**config.mk**
```make
export PLATFORM = sky130hd
export DESIGN_NAME = bird_flight_ctrl
export DESIGN_NICKNAME = d
export VERILOG_FILES = /design/src/rtl/bird_flight_ctrl.sv
export SDC_FILE = /design/constraint.sdc
export NUM_CORES = 1
export LEC_CHECK = 0
export ABC_AREA = 0
export BUFFER_PORTS_ARGS = -buffer_cell sky130_fd_sc_hd__buf_2
export CAP_MARGIN = 30
export CORE_UTILIZATION = 58
export CTS_CLUSTER_SIZE = 8
export DETAILED_ROUTE_END_ITERATION = 10
export PLACE_DENSITY_LB_ADDON = 0.25
export SYNTH_ARGS = -nofsm -noshare
export SYNTH_HDL_FRONTEND = slang
export SYNTH_SLANG_ARGS = --single-unit
```
**constraint.sdc**
```tcl
create_clock -name Clk -period 4.35 [get_ports Clk]
set_input_delay 0.435 -clock Clk [delete_from_list [all_inputs] [get_ports Clk]]
set_output_delay 0.435 -clock Clk [all_outputs]
set_load 0.01 [all_outputs]
```
**src/rtl/bird_flight_ctrl.sv**
```systemverilog
`default_nettype none
// bird_flight_ctrl: per-tick vertical physics and idle/fly/fall/dead life cycle of the bird.
// Optional macro BIRD_CEILING_KILL_EN: a ceiling strike while flying forces the fall state.
module bird_flight_ctrl #(
  parameter int TICK_DIV = 1_000_000,
  parameter int X_POS    = 200,
  parameter int Y_INIT   = 240,
  parameter int Y_MIN    = 0,
  parameter int Y_MAX    = 464,
  parameter int GRAVITY  = 1,
  parameter int FLAP_VEL = -8,
  parameter int V_MAX    = 10
) (
  input  logic              Clk,
  input  logic              reset,
  input  logic              Start,
  input  logic              Ack,
  input  logic              BtnPress,
  input  logic              Hit,
  output logic [9:0]        Bird_X,
  output logic signed [9:0] Bird_Y,
  output logic signed [9:0] VertSpeed,
  output logic              Flying,
  output logic              Dead,
  output logic              Tick
);

  localparam int c_cw = (TICK_DIV > 2) ? $clog2(TICK_DIV) : 1;
  localparam logic [c_cw-1:0]    c_cnt_max  = c_cw'(TICK_DIV - 1);
  localparam logic [9:0]         c_x_pos    = 10'(X_POS);
  localparam logic signed [9:0]  c_y_init   = 10'(Y_INIT);
  localparam logic signed [10:0] c_y_min    = 11'(Y_MIN);
  localparam logic signed [10:0] c_y_max    = 11'(Y_MAX);
  localparam logic signed [10:0] c_grav     = 11'(GRAVITY);
  localparam logic signed [10:0] c_flap_vel = 11'(FLAP_VEL);
  localparam logic signed [10:0] c_v_max    = 11'(V_MAX);

  typedef enum logic [1:0] {
    S_IDLE = 2'd0,
    S_FLY  = 2'd1,
    S_FALL = 2'd2,
    S_DEAD = 2'd3
  } state_t;

  state_t                 r_state;
  state_t                 w_state_nxt;
  logic [c_cw-1:0]        r_cnt;
  logic [c_cw-1:0]        w_cnt_nxt;
  logic                   r_flap;
  logic                   w_flap_nxt;
  logic signed [9:0]      r_y;
  logic signed [9:0]      w_y_nxt;
  logic signed [9:0]      r_v;
  logic signed [9:0]      w_v_nxt;
  logic                   r_tick;
  logic                   w_tick_nxt;

  logic                   w_run;
  logic                   w_tick;
  logic                   w_flap_apply;
  logic signed [10:0]     w_v_grav;
  logic signed [10:0]     w_v_sat;
  logic signed [10:0]     w_v_new;
  logic signed [10:0]     w_y_new;
  logic                   w_floor;
  logic                   w_ceil;

  assign w_run  = (r_state == S_FLY) || (r_state == S_FALL);
  assign w_tick = w_run && (r_cnt == c_cnt_max);

  // A hit on the tick edge discards any pending flap: that tick is gravity only.
  assign w_flap_apply = (r_state == S_FLY) && !Hit && (r_flap || BtnPress);

  assign w_v_grav = $signed({r_v[9], r_v}) + c_grav;
  assign w_v_sat  = (w_v_grav > c_v_max) ? c_v_max : w_v_grav;
  assign w_v_new  = w_flap_apply ? c_flap_vel : w_v_sat;
  assign w_y_new  = $signed({r_y[9], r_y}) + w_v_new;
  assign w_floor  = (w_y_new >= c_y_max);
  assign w_ceil   = (w_y_new < c_y_min);

  always_comb begin
    w_state_nxt = r_state;
    w_cnt_nxt   = r_cnt;
    w_flap_nxt  = r_flap;
    w_y_nxt     = r_y;
    w_v_nxt     = r_v;
    w_tick_nxt  = 1'b0;

    case (r_state)
      S_IDLE: begin
        w_cnt_nxt  = '0;
        w_flap_nxt = 1'b0;
        if (Start) begin
          w_state_nxt = S_FLY;
        end
      end

      S_FLY, S_FALL: begin
        w_cnt_nxt = w_tick ? '0 : r_cnt + 1'b1;
        if (r_state == S_FLY) begin
          w_flap_nxt = r_flap || BtnPress;
        end

        if (w_tick) begin
          w_tick_nxt = 1'b1;
          w_flap_nxt = 1'b0;
          w_v_nxt    = w_v_new[9:0];
          w_y_nxt    = w_y_new[9:0];
          if (w_floor) begin
            w_y_nxt     = c_y_max[9:0];
            w_v_nxt     = '0;
            w_state_nxt = S_DEAD;
          end else if (w_ceil) begin
            w_y_nxt = c_y_min[9:0];
            w_v_nxt = '0;
`ifdef BIRD_CEILING_KILL_EN
            if (r_state == S_FLY) begin
              w_state_nxt = S_FALL;
            end
`endif
          end
        end

        // Reaching the floor outranks a simultaneous hit.
        if ((r_state == S_FLY) && Hit && !(w_tick && w_floor)) begin
          w_state_nxt = S_FALL;
        end

        if (w_state_nxt != S_FLY) begin
          w_flap_nxt = 1'b0;
        end
      end

      S_DEAD: begin
        w_cnt_nxt  = '0;
        w_flap_nxt = 1'b0;
        if (Ack) begin
          w_state_nxt = S_IDLE;
          w_y_nxt     = c_y_init;
          w_v_nxt     = '0;
        end
      end

      default: begin
        w_state_nxt = S_IDLE;
        w_cnt_nxt   = '0;
        w_flap_nxt  = 1'b0;
      end
    endcase
  end

  always_ff @(posedge Clk) begin
    if (!reset) begin
      r_state <= S_IDLE;
      r_cnt   <= '0;
      r_flap  <= 1'b0;
      r_y     <= c_y_init;
      r_v     <= '0;
      r_tick  <= 1'b0;
    end else begin
      r_state <= w_state_nxt;
      r_cnt   <= w_cnt_nxt;
      r_flap  <= w_flap_nxt;
      r_y     <= w_y_nxt;
      r_v     <= w_v_nxt;
      r_tick  <= w_tick_nxt;
    end
  end

  assign Bird_X    = c_x_pos;
  assign Bird_Y    = r_y;
  assign VertSpeed = r_v;
  assign Flying    = (r_state == S_FLY);
  assign Dead      = (r_state == S_DEAD);
  assign Tick      = r_tick;

endmodule
`default_nettype wire

```
==> impl_metrics.csv <==
group,metric,value,unit
global_route,grt_util_all_layers,25.6,%
routing,first_pass_iters,5,
synth,avgSynthCellArea,8.36,sq um
place,dp_slack,-0.0965,ns
synth,synth_async_sr_flop_share,0,%
worst_hold_path,hp-class,"input pin to register",
setup_path,crit_required,4.58,ns
clock_tree,cts_tree,"built",
die,die_w,73.1,um
timing,fmax,240,MHz
place,port_buffers,28,
run,maxCapViolations,0,
die,io_pins,39,
setup_path,crit_path_end_kind,"register",
finish,fillCellCount,389,
timing,slew_viol_final,0,
synth,synth_edf_count,0,
place,gp_congestion,0.917,
routing,vias_per_cell,5.92,
synth,netlist_area,2930,sq um
global_route,grt_pass1_wl,10.7,mm
finish,num_antenna_cells,0,
setup_path,cp-start-kind,"register",
global_route,first_global_vias,2309,
routing,drc_errors,0,
routing,drt_iter0_drc,261,
worst_hold_path,hold_start,"reset",
timing,post-route-period-util,95.8,%
place,hpwl,4.91,mm
setup_path,timing.rr.start,"VertSpeed[0]",
synth,synth-main-ff-cell,"dfxtp_1",
finish,drive_gt1_share,16.9,%
timing,fin_setup_tns,0,ns
clock_tree,cts_buffer_depth,2,
timing,final.setup.worst_slack,0.185,ns
outcome,status,"completed",
finish,finalNetCount,407,
setup_path,slowest_stage,"nor3b_1",
timing,hold_viol_final,0,
die,die_area,5350,sq um
worst_hold_path,holdPathEnd,"Bird_Y[7]",
setup_path,cp_cell_sequence,"buf_4 > ha_1 > o21a_1 > o221ai_1 > o31a_1 > buf_4 > clkinv_1 > a21oi_2 > ha_1 > a211oi_1 > o21ai_1 > nor3b_1 > nor3_4 > o32a_1 > or3_1 > a31oi_1",
power_and_ir_drop,ir_drop,0.207,mV
timing,slew_headroom,25.2,%
synth,synth-seq-cells,44,
worst_hold_path,hold_depth,2,
setup_path,cpPeakStageDelay,0.38,ns
routing,avgRoutedWirePerCell,14.7,um
setup_path,reg2reg_to,"r_state[0]",
timing,finClkSkew,0.00622,ns
clock_tree,cts_buffers,5,
setup_path,critPathMaxFanout,6,
setup_path,critPathBufInv,3,
die,die_h,73.1,um
synth,yosysWarnings,0,
timing,tightestPinTransition,1.12,ns
setup_path,cp-startpoint,"VertSpeed[0]",
routing,wl,6.64,mm
global_route,grt_overflow,0,
clock_tree,worstSkewPairLatency,0.30,ns
setup_path,r2r_cells,16,
global_route,grt_max_degree,20,
clock_tree,htreeDepth,2,
timing,holdWs,0.387,ns
routing,drt.antenna.violating_nets,0,
synth,ys_types,62,
routing,via_count,2672,
power_and_ir_drop,p_per_area,257,nW/um^2
setup_path,crit_type,"register to register",
clock_tree,cts.sinks,44,
setup_path,worstPathArrival,4.39,ns
die,rows,25,
power_and_ir_drop,p_leak,1.32,nW
clock_tree,clk_pin_slew,0.09,ns
die,core_area,4790,sq um
place,dp_cells,439,
finish,final-instance-count-excl-fill,451,
timing,fin_crit,4.17,ns
die,start_util,61.3,%
synth,yosysSeqAreaShare,30.0,%
timing,setup_viol,0,
setup_path,r2r_slack,0.18,ns
global_route,grt_antenna_before_repair,0,
clock_tree,root_buffer,"clkbuf_8",
power_and_ir_drop,total_power,0.847,mW
setup_path,critical-path-top-delay-family,"compound AO/OA/AOI/OAI gates",
synth,synthCells,351,
finish,areaGrowthSynthToFinish,12.5,%
-- metrics by stage --
| stage | utilization, % | instance area [sq um] |
|---|---|---|
| 3_3_place_gp | 64.7 | 3100 |
| 6_report | 69.0 | 3300 |
| 3_5_place_dp | 64.7 | 3100 |
| 5_1_grt | 69.0 | 3300 |
| 4_1_cts | 67.1 | 3210 |
| 2_1_floorplan | - | 2960 |
-- area by class of cell --
cell class,instances,area [sq um],share of cell area (%)
Clock buffer,5,68.8,2.08
Sequential cell,44,883,26.8
Tap cell,67,83.8,2.54
Multi-Input combinational cell,280,1980,59.9
Clock inverter,3,18.8,0.569
Inverter,15,56.3,1.71
Timing Repair Buffer,37,211,6.41
-- repair_timing --
item | in CTS | in global routing
buffers inserted | 1 | 3
pin swaps | 2 | 3
setup endpoints to repair | 15 | 21
hold buffers | 0 | 0
gates resized for setup | 2 | 16
gates cloned | 0 | 0
-- power by group --
group          leakage, nW  switching [mW]  internal [mW]
clock network       0.0479           0.146          0.112
registers            0.356         0.00848          0.410
logic                0.913           0.105         0.0657
-- cell usage after synthesis, types with 3 or more instances --
master | instances | area share (%)
nor4b_1 | 3 | 0.90
xor2_1 | 16 | 4.8
o21ai_1 | 9 | 1.5
nor2_1 | 42 | 5.4
buf_4 | 10 | 2.6
buf_2 | 5 | 0.85
a31oi_1 | 6 | 1.3
dfxtp_1 | 44 | 30
nand2_1 | 22 | 2.8
a21o_1 | 3 | 0.77
o21a_1 | 5 | 1.3
o2111ai_1 | 3 | 0.90
inv_1 | 14 | 1.8
a22o_1 | 8 | 2.4
nor2b_1 | 6 | 1.3
clkbuf_1 | 4 | 0.51
nand4_1 | 5 | 1.1
a21oi_1 | 13 | 2.2
o21ai_0 | 13 | 2.2
and3_1 | 9 | 1.9
and2_1 | 5 | 1.1
a41oi_1 | 3 | 0.90
nor3_1 | 4 | 0.68
nand3_1 | 12 | 2.0
or3_1 | 4 | 0.85
ha_1 | 17 | 7.3
o31a_1 | 5 | 1.5
xnor2_1 | 15 | 4.5
-- flip-flops by register name (all words and copies together) (netlist names) --
signal	cells
r_flap	1
r_cnt	20
r_state	2
Tick	1
VertSpeed	10
Bird_Y	10
-- how the worst max path moves through the flow --
stage	to	slack, ns	cells past startpoint
finish	r_state[0]	0.18	16
floorplan	VertSpeed[0]	0.24	18
global route	VertSpeed[3]	-0.04	18
detailed placement	VertSpeed[5]	-0.1	17
global placement	VertSpeed[8]	0.03	17
CTS	Bird_Y[3]	0.01	17
-- placed cells by master (no fill, tap or decap), drive strengths merged, types with 3 or more instances in the layout --
cell,count
or2,3
o2111ai,3
nor3,4
o31a,5
clkinv,4
nor2b,6
and4,3
nand3,12
xnor2,16
conb,10
o21a,5
a31oi,6
nor4b,3
or3,4
inv,14
dfxtp,44
o21ai,22
xor2,17
nand4,5
and2,5
a41oi,3
ha,17
nor2,42
and3,9
a21oi,13
a21o,3
nor4,3
a22o,8
buf,37
nand2,23
clkbuf,5
-- cells by family (layout without fill, tap and decap cells) --
group                      count (synthesis)  count (layout)  synth area share (%)
buffers and inverters                     35              60                  6.23
AOI/OAI and AO/OA                         89              89                  21.5
muxes                                      1               1                 0.341
and+or+nand+nor                          129             129                  22.9
other                                      2              10                 0.256
xor gates and xnor gates                  33              33                  10.8
adders and majority gates                 18              18                  7.94
DFF                                       44              44                  30.0
-- layer usage --
layer	global-route usage [%]	up-vias	part of all wire (%)
li1	-	1309	-
met1	37.1	1257	48
met2	38.5	94	44
met3	4.70	12	6.6
met4	7.63	0	1.7
met5	0	-	0
No activity file was read; power rests on OpenSTA's default activity.
